$ cat src/rtl/inst_encoder.sv
// RV32I instruction encoder: packs decoded fields into a 32-bit instruction word.
// Two-stage valid/ready pipeline. S1 captures the fields and the immediate check
// flags; S2 captures the packed word and error bits. A word that fails any check
// is replaced by NOP_WORD, and its error bits are still reported.
module inst_encoder #(
  parameter int unsigned CNT_W    = 16,
  parameter logic [31:0] NOP_WORD = 32'h00000013
) (
  input  logic             clk,
  input  logic             rst_n,
  // Field input
  input  logic             in_valid,
  output logic             in_ready,
  input  logic [2:0]       in_fmt,
  input  logic [6:0]       in_opcode,
  input  logic [4:0]       in_rd,
  input  logic [4:0]       in_rs1,
  input  logic [4:0]       in_rs2,
  input  logic [2:0]       in_funct3,
  input  logic [6:0]       in_funct7,
  input  logic [31:0]      in_imm,
  // Instruction output
  output logic             out_valid,
  input  logic             out_ready,
  output logic [31:0]      out_inst,
  output logic [2:0]       out_err,
  // Statistics
  output logic [CNT_W-1:0] enc_count,
  output logic [CNT_W-1:0] err_count
);

  // Format codes carried on in_fmt; 6 and 7 are illegal.
  localparam logic [2:0] FmtR = 3'd0;
  localparam logic [2:0] FmtI = 3'd1;
  localparam logic [2:0] FmtS = 3'd2;
  localparam logic [2:0] FmtB = 3'd3;
  localparam logic [2:0] FmtU = 3'd4;
  localparam logic [2:0] FmtJ = 3'd5;

  // Error bit positions in out_err.
  localparam int unsigned ErrRange = 0;
  localparam int unsigned ErrAlign = 1;
  localparam int unsigned ErrFmt   = 2;

  // ---------------------------------------------------------------------------
  // Handshake
  // ---------------------------------------------------------------------------
  logic s1_valid_q;
  logic s2_valid_q;
  logic s1_adv;
  logic accept;
  logic handoff;

  // S2 frees up when empty or draining; S1 frees up when empty or moving into S2.
  assign s1_adv   = !s2_valid_q || out_ready;
  assign in_ready = !s1_valid_q || s1_adv;
  assign accept   = in_valid && in_ready;
  assign handoff  = s2_valid_q && out_ready;

  // ---------------------------------------------------------------------------
  // Stage 1: immediate checks on the incoming fields
  // ---------------------------------------------------------------------------
  logic [2:0] chk_err;

  // A field of sign bits fits only if every bit equals the sign.
  function automatic logic all_same(input logic [31:0] v, input int unsigned lsb);
    logic ones;
    logic zeros;
    ones  = 1'b1;
    zeros = 1'b1;
    for (int unsigned b = 0; b < 32; b++) begin
      if (b >= lsb) begin
        ones  = ones & v[b];
        zeros = zeros & ~v[b];
      end
    end
    return ones | zeros;
  endfunction

  // Range, alignment and format checks decoded from the incoming format.
  always_comb begin
    chk_err = '0;
    case (in_fmt)
      FmtR: chk_err = '0;
      FmtI, FmtS: begin
        chk_err[ErrRange] = !all_same(in_imm, 11);
      end
      FmtB: begin
        chk_err[ErrRange] = !all_same(in_imm, 12);
        chk_err[ErrAlign] = in_imm[0];
      end
      FmtJ: begin
        chk_err[ErrRange] = !all_same(in_imm, 20);
        chk_err[ErrAlign] = in_imm[0];
      end
      FmtU: begin
        chk_err[ErrAlign] = |in_imm[11:0];
      end
      default: begin
        chk_err[ErrFmt] = 1'b1;
      end
    endcase
  end

  logic [2:0]  s1_fmt_q;
  logic [6:0]  s1_opcode_q;
  logic [4:0]  s1_rd_q;
  logic [4:0]  s1_rs1_q;
  logic [4:0]  s1_rs2_q;
  logic [2:0]  s1_funct3_q;
  logic [6:0]  s1_funct7_q;
  logic [31:0] s1_imm_q;
  logic [2:0]  s1_err_q;

  // S1 register: valid follows in_valid whenever the stage may load.
  always_ff @(posedge clk or negedge rst_n) begin
    if (!rst_n) begin
      s1_valid_q  <= 1'b0;
      s1_fmt_q    <= '0;
      s1_opcode_q <= '0;
      s1_rd_q     <= '0;
      s1_rs1_q    <= '0;
      s1_rs2_q    <= '0;
      s1_funct3_q <= '0;
      s1_funct7_q <= '0;
      s1_imm_q    <= '0;
      s1_err_q    <= '0;
    end else begin
      if (in_ready) begin
        s1_valid_q <= in_valid;
      end
      if (accept) begin
        s1_fmt_q    <= in_fmt;
        s1_opcode_q <= in_opcode;
        s1_rd_q     <= in_rd;
        s1_rs1_q    <= in_rs1;
        s1_rs2_q    <= in_rs2;
        s1_funct3_q <= in_funct3;
        s1_funct7_q <= in_funct7;
        s1_imm_q    <= in_imm;
        s1_err_q    <= chk_err;
      end
    end
  end

  // ---------------------------------------------------------------------------
  // Stage 2: packing
  // ---------------------------------------------------------------------------
  logic [31:0] pack_word;
  logic [31:0] im;

  assign im = s1_imm_q;

  // Scatter the immediate per format; any error substitutes the NOP.
  always_comb begin
    pack_word = NOP_WORD;
    case (s1_fmt_q)
      FmtR: pack_word = {s1_funct7_q, s1_rs2_q, s1_rs1_q, s1_funct3_q, s1_rd_q, s1_opcode_q};
      FmtI: pack_word = {im[11:0], s1_rs1_q, s1_funct3_q, s1_rd_q, s1_opcode_q};
      FmtS: pack_word = {im[11:5], s1_rs2_q, s1_rs1_q, s1_funct3_q, im[4:0], s1_opcode_q};
      FmtB: pack_word = {im[12], im[10:5], s1_rs2_q, s1_rs1_q, s1_funct3_q, im[4:1], im[11],
                         s1_opcode_q};
      FmtU: pack_word = {im[31:12], s1_rd_q, s1_opcode_q};
      FmtJ: pack_word = {im[20], im[10:1], im[11], im[19:12], s1_rd_q, s1_opcode_q};
      default: pack_word = NOP_WORD;
    endcase
    if (|s1_err_q) begin
      pack_word = NOP_WORD;
    end
  end

  logic [31:0] s2_inst_q;
  logic [2:0]  s2_err_q;

  // S2 register: loads only when S1 moves forward, so a stalled word holds steady.
  always_ff @(posedge clk or negedge rst_n) begin
    if (!rst_n) begin
      s2_valid_q <= 1'b0;
      s2_inst_q  <= '0;
      s2_err_q   <= '0;
    end else if (s1_adv) begin
      s2_valid_q <= s1_valid_q;
      if (s1_valid_q) begin
        s2_inst_q <= pack_word;
        s2_err_q  <= s1_err_q;
      end
    end
  end

  assign out_valid = s2_valid_q;
  assign out_inst  = s2_inst_q;
  assign out_err   = s2_err_q;

  // ---------------------------------------------------------------------------
  // Handoff counters (wrap naturally)
  // ---------------------------------------------------------------------------
  logic [CNT_W-1:0] enc_count_q;
  logic [CNT_W-1:0] err_count_q;

  // Count each word once as it leaves, split on whether it carried an error.
  always_ff @(posedge clk or negedge rst_n) begin
    if (!rst_n) begin
      enc_count_q <= '0;
      err_count_q <= '0;
    end else if (handoff) begin
      if (s2_err_q == 3'b000) begin
        enc_count_q <= enc_count_q + CNT_W'(1);
      end else begin
        err_count_q <= err_count_q + CNT_W'(1);
      end
    end
  end

  assign enc_count = enc_count_q;
  assign err_count = err_count_q;

endmodule

$ cat config.mk
export PLATFORM = sky130hd
export DESIGN_NAME = inst_encoder
export DESIGN_NICKNAME = d
export VERILOG_FILES = /design/src/rtl/inst_encoder.sv
export SDC_FILE = /design/constraint.sdc
export NUM_CORES = 1
export LEC_CHECK = 0
export CAP_MARGIN = 20
export CORE_MARGIN = 10
export CORE_UTILIZATION = 35
export DETAILED_ROUTE_END_ITERATION = 10
export GPL_TIMING_DRIVEN = 0
export PLACE_DENSITY_LB_ADDON = 0.2
export SYNTH_ARGS = -nofsm -noshare
export SYNTH_HDL_FRONTEND = slang
export SYNTH_SLANG_ARGS = --single-unit
$ cat constraint.sdc
create_clock -name clk -period 1.8 [get_ports clk]
set_clock_uncertainty 0.05 [all_clocks]
set_input_delay 0.18 -clock clk [delete_from_list [all_inputs] [get_ports clk]]
set_output_delay 0.18 -clock clk [all_outputs]
set_load 0.05 [all_outputs]
=== Yosys cells after proc, flatten, opt, wreduce, memory -nomap -nowiden ===
Cells that the tools add are included.

* Register bits: 139
* Output and inout bits: 69
* Word-level logic and storage cells: 283

* $add $sub $neg: 2
* Equality and inequality tests: 10
* Mux-type cells: 111
* Bitwise gates (word level): 125
* Reductions and logical operators: 20

{| class="wikitable"
|+ Operators with widths
! cell !! count
|-
| case mux 32 bit (6 select lines) || 1
|-
| two-way mux 1 bit || 107
|-
| bitwise AND 1 bit || 100
|-
| adder 16 x 1 -> 16 bit (second input constant) || 2
|-
| two-way mux 32 bit || 1
|-
| inverter 1 bit || 22
|-
| == test 3 x 2 -> 1 bit (second input constant) || 4
|-
| == test 3 bit (second input constant) || 4
|-
| OR reduction 12 bit || 1
|-
| logical NOT 3 bit || 3
|-
| == test 3 x 1 -> 1 bit (second input constant) || 2
|-
| AND reduction 2 bit || 3
|-
| OR reduction 6 bit || 1
|-
| logical NOT 1 bit || 5
|-
| OR reduction 2 bit || 2
|-
| bitwise OR 1 bit || 3
|-
| case mux 1 bit (3 select lines) || 1
|-
| OR reduction 3 bit || 1
|-
| logical AND 1 bit || 2
|-
| logical OR 1 bit || 2
|-
| case mux 1 bit (2 select lines) || 1
|}

=== Longest topological paths before layout ===
* Depth in word-level cells: 46
* Depth in mapped cells: 6
* Depth with buffers taken out: 5

=== Worst setup path after synthesis ===
No wires, ideal clock.

* Path type: reg-to-reg
* Start point: reg s2_valid_q (netlist: out_valid)
* End point: reg s1_imm_q[31] (netlist: im[31])
* Library setup time: 125 ps
* Arrival: 2196 ps
* Setup slack: -570 ps
* Stages on the path, launching flop included: 6
* Buffers on the path: 2
* Period minus slack after synthesis: 2370 ps
* Cell sequence: dfrtp_1 -> nand3b_1 -> nand2_1 -> buf_2 -> buf_2 -> mux2_2

* Longest elaborated chain between the ends: 4

{| class="wikitable"
|+ Ends and longest elaborated chain
! what !! RTL line !! source
|-
| from (decl) || 49 || <nowiki>logic s2_valid_q;</nowiki>
|-
| from (signal assigned) || 182 || <nowiki>s2_valid_q <= s1_valid_q;</nowiki>
|-
| logical NOT 1 bit || 55 || <nowiki>assign s1_adv = !s2_valid_q || out_ready;</nowiki>
|-
| logical OR 1 bit || 55 ||
|-
| logical OR 1 bit || 56 || <nowiki>assign in_ready = !s1_valid_q || s1_adv;</nowiki>
|-
| net in_ready || 13 || <nowiki>output logic in_ready,</nowiki>
|-
| logical AND 1 bit || 57 || <nowiki>assign accept = in_valid && in_ready;</nowiki>
|-
| to (signal assigned) || 140 || <nowiki>s1_imm_q <= in_imm;</nowiki>
|-
| to (decl) || 112 || <nowiki>logic [31:0] s1_imm_q;</nowiki>
|}

The timed path passes the listed nets, and every way through them passes these cells.
A chain may end at the register's enable or synchronous reset.

=== Worst setup path in the final report ===
* Start point: reg s2_err_q[1] (netlist: out_err[1])
* End point: reg err_count_q[7] (netlist: err_count[7])

* Longest elaborated chain between the ends: 3

{| class="wikitable"
|+ Ends and longest elaborated chain
! what !! RTL line !! source
|-
| from (decl) || 173 || <nowiki>logic [2:0] s2_err_q;</nowiki>
|-
| from (signal assigned) || 185 || <nowiki>s2_err_q <= s1_err_q;</nowiki>
|-
| logical NOT 3 bit || 206 || <nowiki>if (s2_err_q == 3'b000) begin</nowiki>
|-
| inverter 1 bit (no source line) || - ||
|-
| AND reduction 2 bit (no source line) || - ||
|-
| to (signal assigned) || 209 || <nowiki>err_count_q <= err_count_q + CNT_W'(1);</nowiki>
|-
| to (decl) || 198 || <nowiki>logic [CNT_W-1:0] err_count_q;</nowiki>
|}

Every way passes these cells.

==> results.json <==
{
  "outcome": "finished, final reports clean",
  "cp_max_fo": 7,
  "antenna_found_initial": 1,
  "multiInputGateArea_mm2": 0.002391,
  "grt_overflow": 0,
  "synth_cell_types": 45,
  "grt_pass1_vias": 4708,
  "rsz0062_at_grt": "false",
  "gp_congestion": 0.8097,
  "post_cts_buffers": 0,
  "fmaxAchievable_mhz": 588.7,
  "ys_warn_count": 0,
  "vias": 4405,
  "avgSynthCellArea_um2": 12.42,
  "drt_iter0_markers": 181,
  "p_leak_nw": 3.747,
  "cp-end-kind": "flop",
  "cp-start-kind": "flop",
  "worstPathArrival_ns": 1.94,
  "coreArea_mm2": 0.01670,
  "clockPowerShare_pct": 35.6,
  "die_w_um": 150.8,
  "final_hold_viol_count": 0,
  "nFillCells": 1522,
  "grt_pass1_wl_um": 26410,
  "required_ns": 2.04,
  "wl_per_cell_um": 19.11,
  "drv_cap": 0,
  "period_needed_ns": 1.699,
  "final_util_pct": 49.63,
  "start_util_pct": 35.84,
  "fin_crit_sh_pct": 94.37,
  "synth-edff-count": 0,
  "ioPinCount": 140,
  "die-height_um": 150.8,
  "cp_slowest_cell": "o311a_2",
  "diodes": 0,
  "crit_chain": "o311a_2 -> and4_1 -> buf_2 -> nor2b_4 -> xnor2_2",
  "syn_inst": 482,
  "powerDensity_mw_per_mm2": 1233,
  "grt_max_degree": 75,
  "drc_errors": 0,
  "seq_area_mm2": 0.003482,
  "cts-buffers-inserted": 17,
  "area_growth_pct": 38.46,
  "clock-sinks": 139,
  "antenna_left": 0,
  "clockRootBuffer": "clkbuf_16",
  "rows": 47,
  "cts_max_level": 4,
  "async_flop_share_pct": 100.0,
  "power.internal_w": 0.006941,
  "total_power_w": 0.01022,
  "path_clk_slew_ns": 0.05,
  "ys_ff_latch": 139,
  "portBuffers": 139,
  "criticalPathCategory": "flop to flop",
  "layout_common_cells": "dfrtp_1, clkdlybuf4s50_1, dlygate4sd2_1, mux2_2, nand2_1",
  "switching_share_pct": 32.07,
  "combPwrFrac_pct": 25.5,
  "final_common_cell": "dfrtp_1",
  "path_buf_inv": 1,
  "slew-limit-headroom_pct": 54.24,
  "peakVddDrop_mv": 0.7367,
  "first_pass_iters": 4,
  "setup_viol": 0,
  "die-area_mm2": 0.02273,
  "grt_usage_pct": 14.97,
  "hold_path.class": "input pin to async pin",
  "totalWireLength_um": 16720,
  "syn_area_mm2": 0.005986,
  "viasPerCell": 5.034,
  "worstMarginPinSlew_ns": 0.6864,
  "dp_hpwl_um": 12540,
  "power_frac_seq_pct": 39.0,
  "cts_buffer_depth": 2,
  "tritoncts": "built",
  "drive_above_1_share_pct": 19.54,
  "max_stage_delay_ns": 0.45,
  "seq_area_frac_synth_pct": 58.11,
  "crit_family": "compound AO/OA/AOI/OAI gates",
  "clock_latency_ns": 0.41,
  "synth_flop_cell": "dfrtp_1",
  "nNetsFinal": 715,
  "synth_nets": 555,
  "slew_violations": 0,
  "switchingPower_w": 0.003276
}
timing repair:
item	CTS	global route
resized for setup	71	8
endpoints found under the hold margin	65	0
endpoints found under the setup margin	69	21
pin swaps	0	0
hold buffers	1	0
synthesized netlist by cell type (4+ instances only):
cell type / n / area share, %
a21oi_1: 10 / 0.84
a22o_1: 14 / 2.0
a22oi_1: 22 / 2.8
and3_1: 7 / 0.73
buf_2: 8 / 0.67
buf_4: 6 / 0.75
clkbuf_1: 11 / 0.69
dfrtp_1: 139 / 58
mux2_2: 69 / 13
mux2i_1: 6 / 1.0
nand2_1: 48 / 3.0
nand2b_1: 4 / 0.42
nand3_1: 12 / 1.0
nand4_1: 13 / 1.4
nor2_1: 5 / 0.31
nor2b_1: 10 / 1.0
nor4_1: 7 / 0.73
o21ai_0: 9 / 0.75
o21ai_1: 14 / 1.2
o22ai_1: 6 / 0.63
xnor2_1: 24 / 3.5
xor2_1: 6 / 0.88
logic make-up (layout without fill, tap and decap cells):
logic type               count (synthesis)  after routing  share of synthesized area, %
AO/OA/AOI/OAI                           87             87                         10.03
XOR/XNOR                                31             31                         4.661
adder cells (fa/ha/maj)                  2              2                        0.4180
buffers and inverters                   30            203                         2.445
flip-flops                             139            139                         58.11
multiplexers                            75             75                         13.98
AND/OR/NAND/NOR                        118            118                         10.35
registers in the layout, summed over array words and instances, names as in the netlist:
register / count
err_count: 16
out_err: 3
im: 32
s1_funct7_q: 7
s1_rs2_q: 5
out_inst: 32
s1_valid_q: 1
s1_rd_q: 5
s1_rs1_q: 5
enc_count: 16
s1_err_q: 3
s1_funct3_q: 3
s1_opcode_q: 7
out_valid: 1
s1_fmt_q: 3
metal layers:
metal | up-vias | GRT usage (%) | part of all wire [%]
met5 | - | 0 | 0.054
met4 | 2 | 4.475 | 0.86
met3 | 16 | 5.101 | 8.0
met2 | 142 | 23.90 | 47
met1 | 2169 | 18.80 | 44
li1 | 2076 | - | -
cell type report:
class	instances	area share, %
Buffer	27	2.053
Sequential cell	139	42.01
Inverter	3	0.1359
Timing Repair Buffer	141	16.24
Tap cell	220	3.321
Clock buffer	24	5.691
Clock inverter	8	1.691
Multi-Input combinational cell	313	28.85
through the flow:
stage                     area (um^2)  hold slack [ns]  setup WS [ns]  std cells  setup TNS [ns]
after global routing             8288           0.3203        0.01048        875               0
after detailed placement         7724           0.1617        -0.3166        842          -18.32
final                            8288           0.2921         0.1013        875               0
after global placement           7695           0.4133         -5.549        841         -718.87
after CTS                        8262           0.3003        0.01478        875               0
after floorplan                  6028          -0.1656        -0.2702        482          -16.99
power groups by stage:
stage / Clock, W / Sequential [W] / Combinational [W]
2_1_floorplan: 0 / 0.00477 / 0.000934
3_3_place_gp: 0 / 0.00402 / 0.00273
3_5_place_dp: 0 / 0.00404 / 0.00278
4_1_cts: 0.00373 / 0.00398 / 0.00262
5_1_grt: 0.00386 / 0.00406 / 0.00279
6_report: 0.00363 / 0.00398 / 0.00260
final timing paths:
path / startpoint / end / slack, ns / cells after the start
max: out_err[1]$_DFFE_PN0P_ / err_count[7]$_DFFE_PN0P_ / 0.10 / 5
min: rst_n / enc_count[4]$_DFFE_PN0P_ / 0.29 / 2
max reg2reg: out_err[1]$_DFFE_PN0P_ / err_count[7]$_DFFE_PN0P_ / 0.10 / 5
min reg2reg: err_count[15]$_DFFE_PN0P_ / err_count[15]$_DFFE_PN0P_ / 0.42 / 1
max in group asynchronous: rst_n / im[20]$_DFFE_PN0P_ / 0.64 / 3
min in group clk: in_fmt[2] / s1_err_q[2]$_DFFE_PN0P_ / 0.32 / 3
No activity file was read; power rests on OpenSTA's default activity.
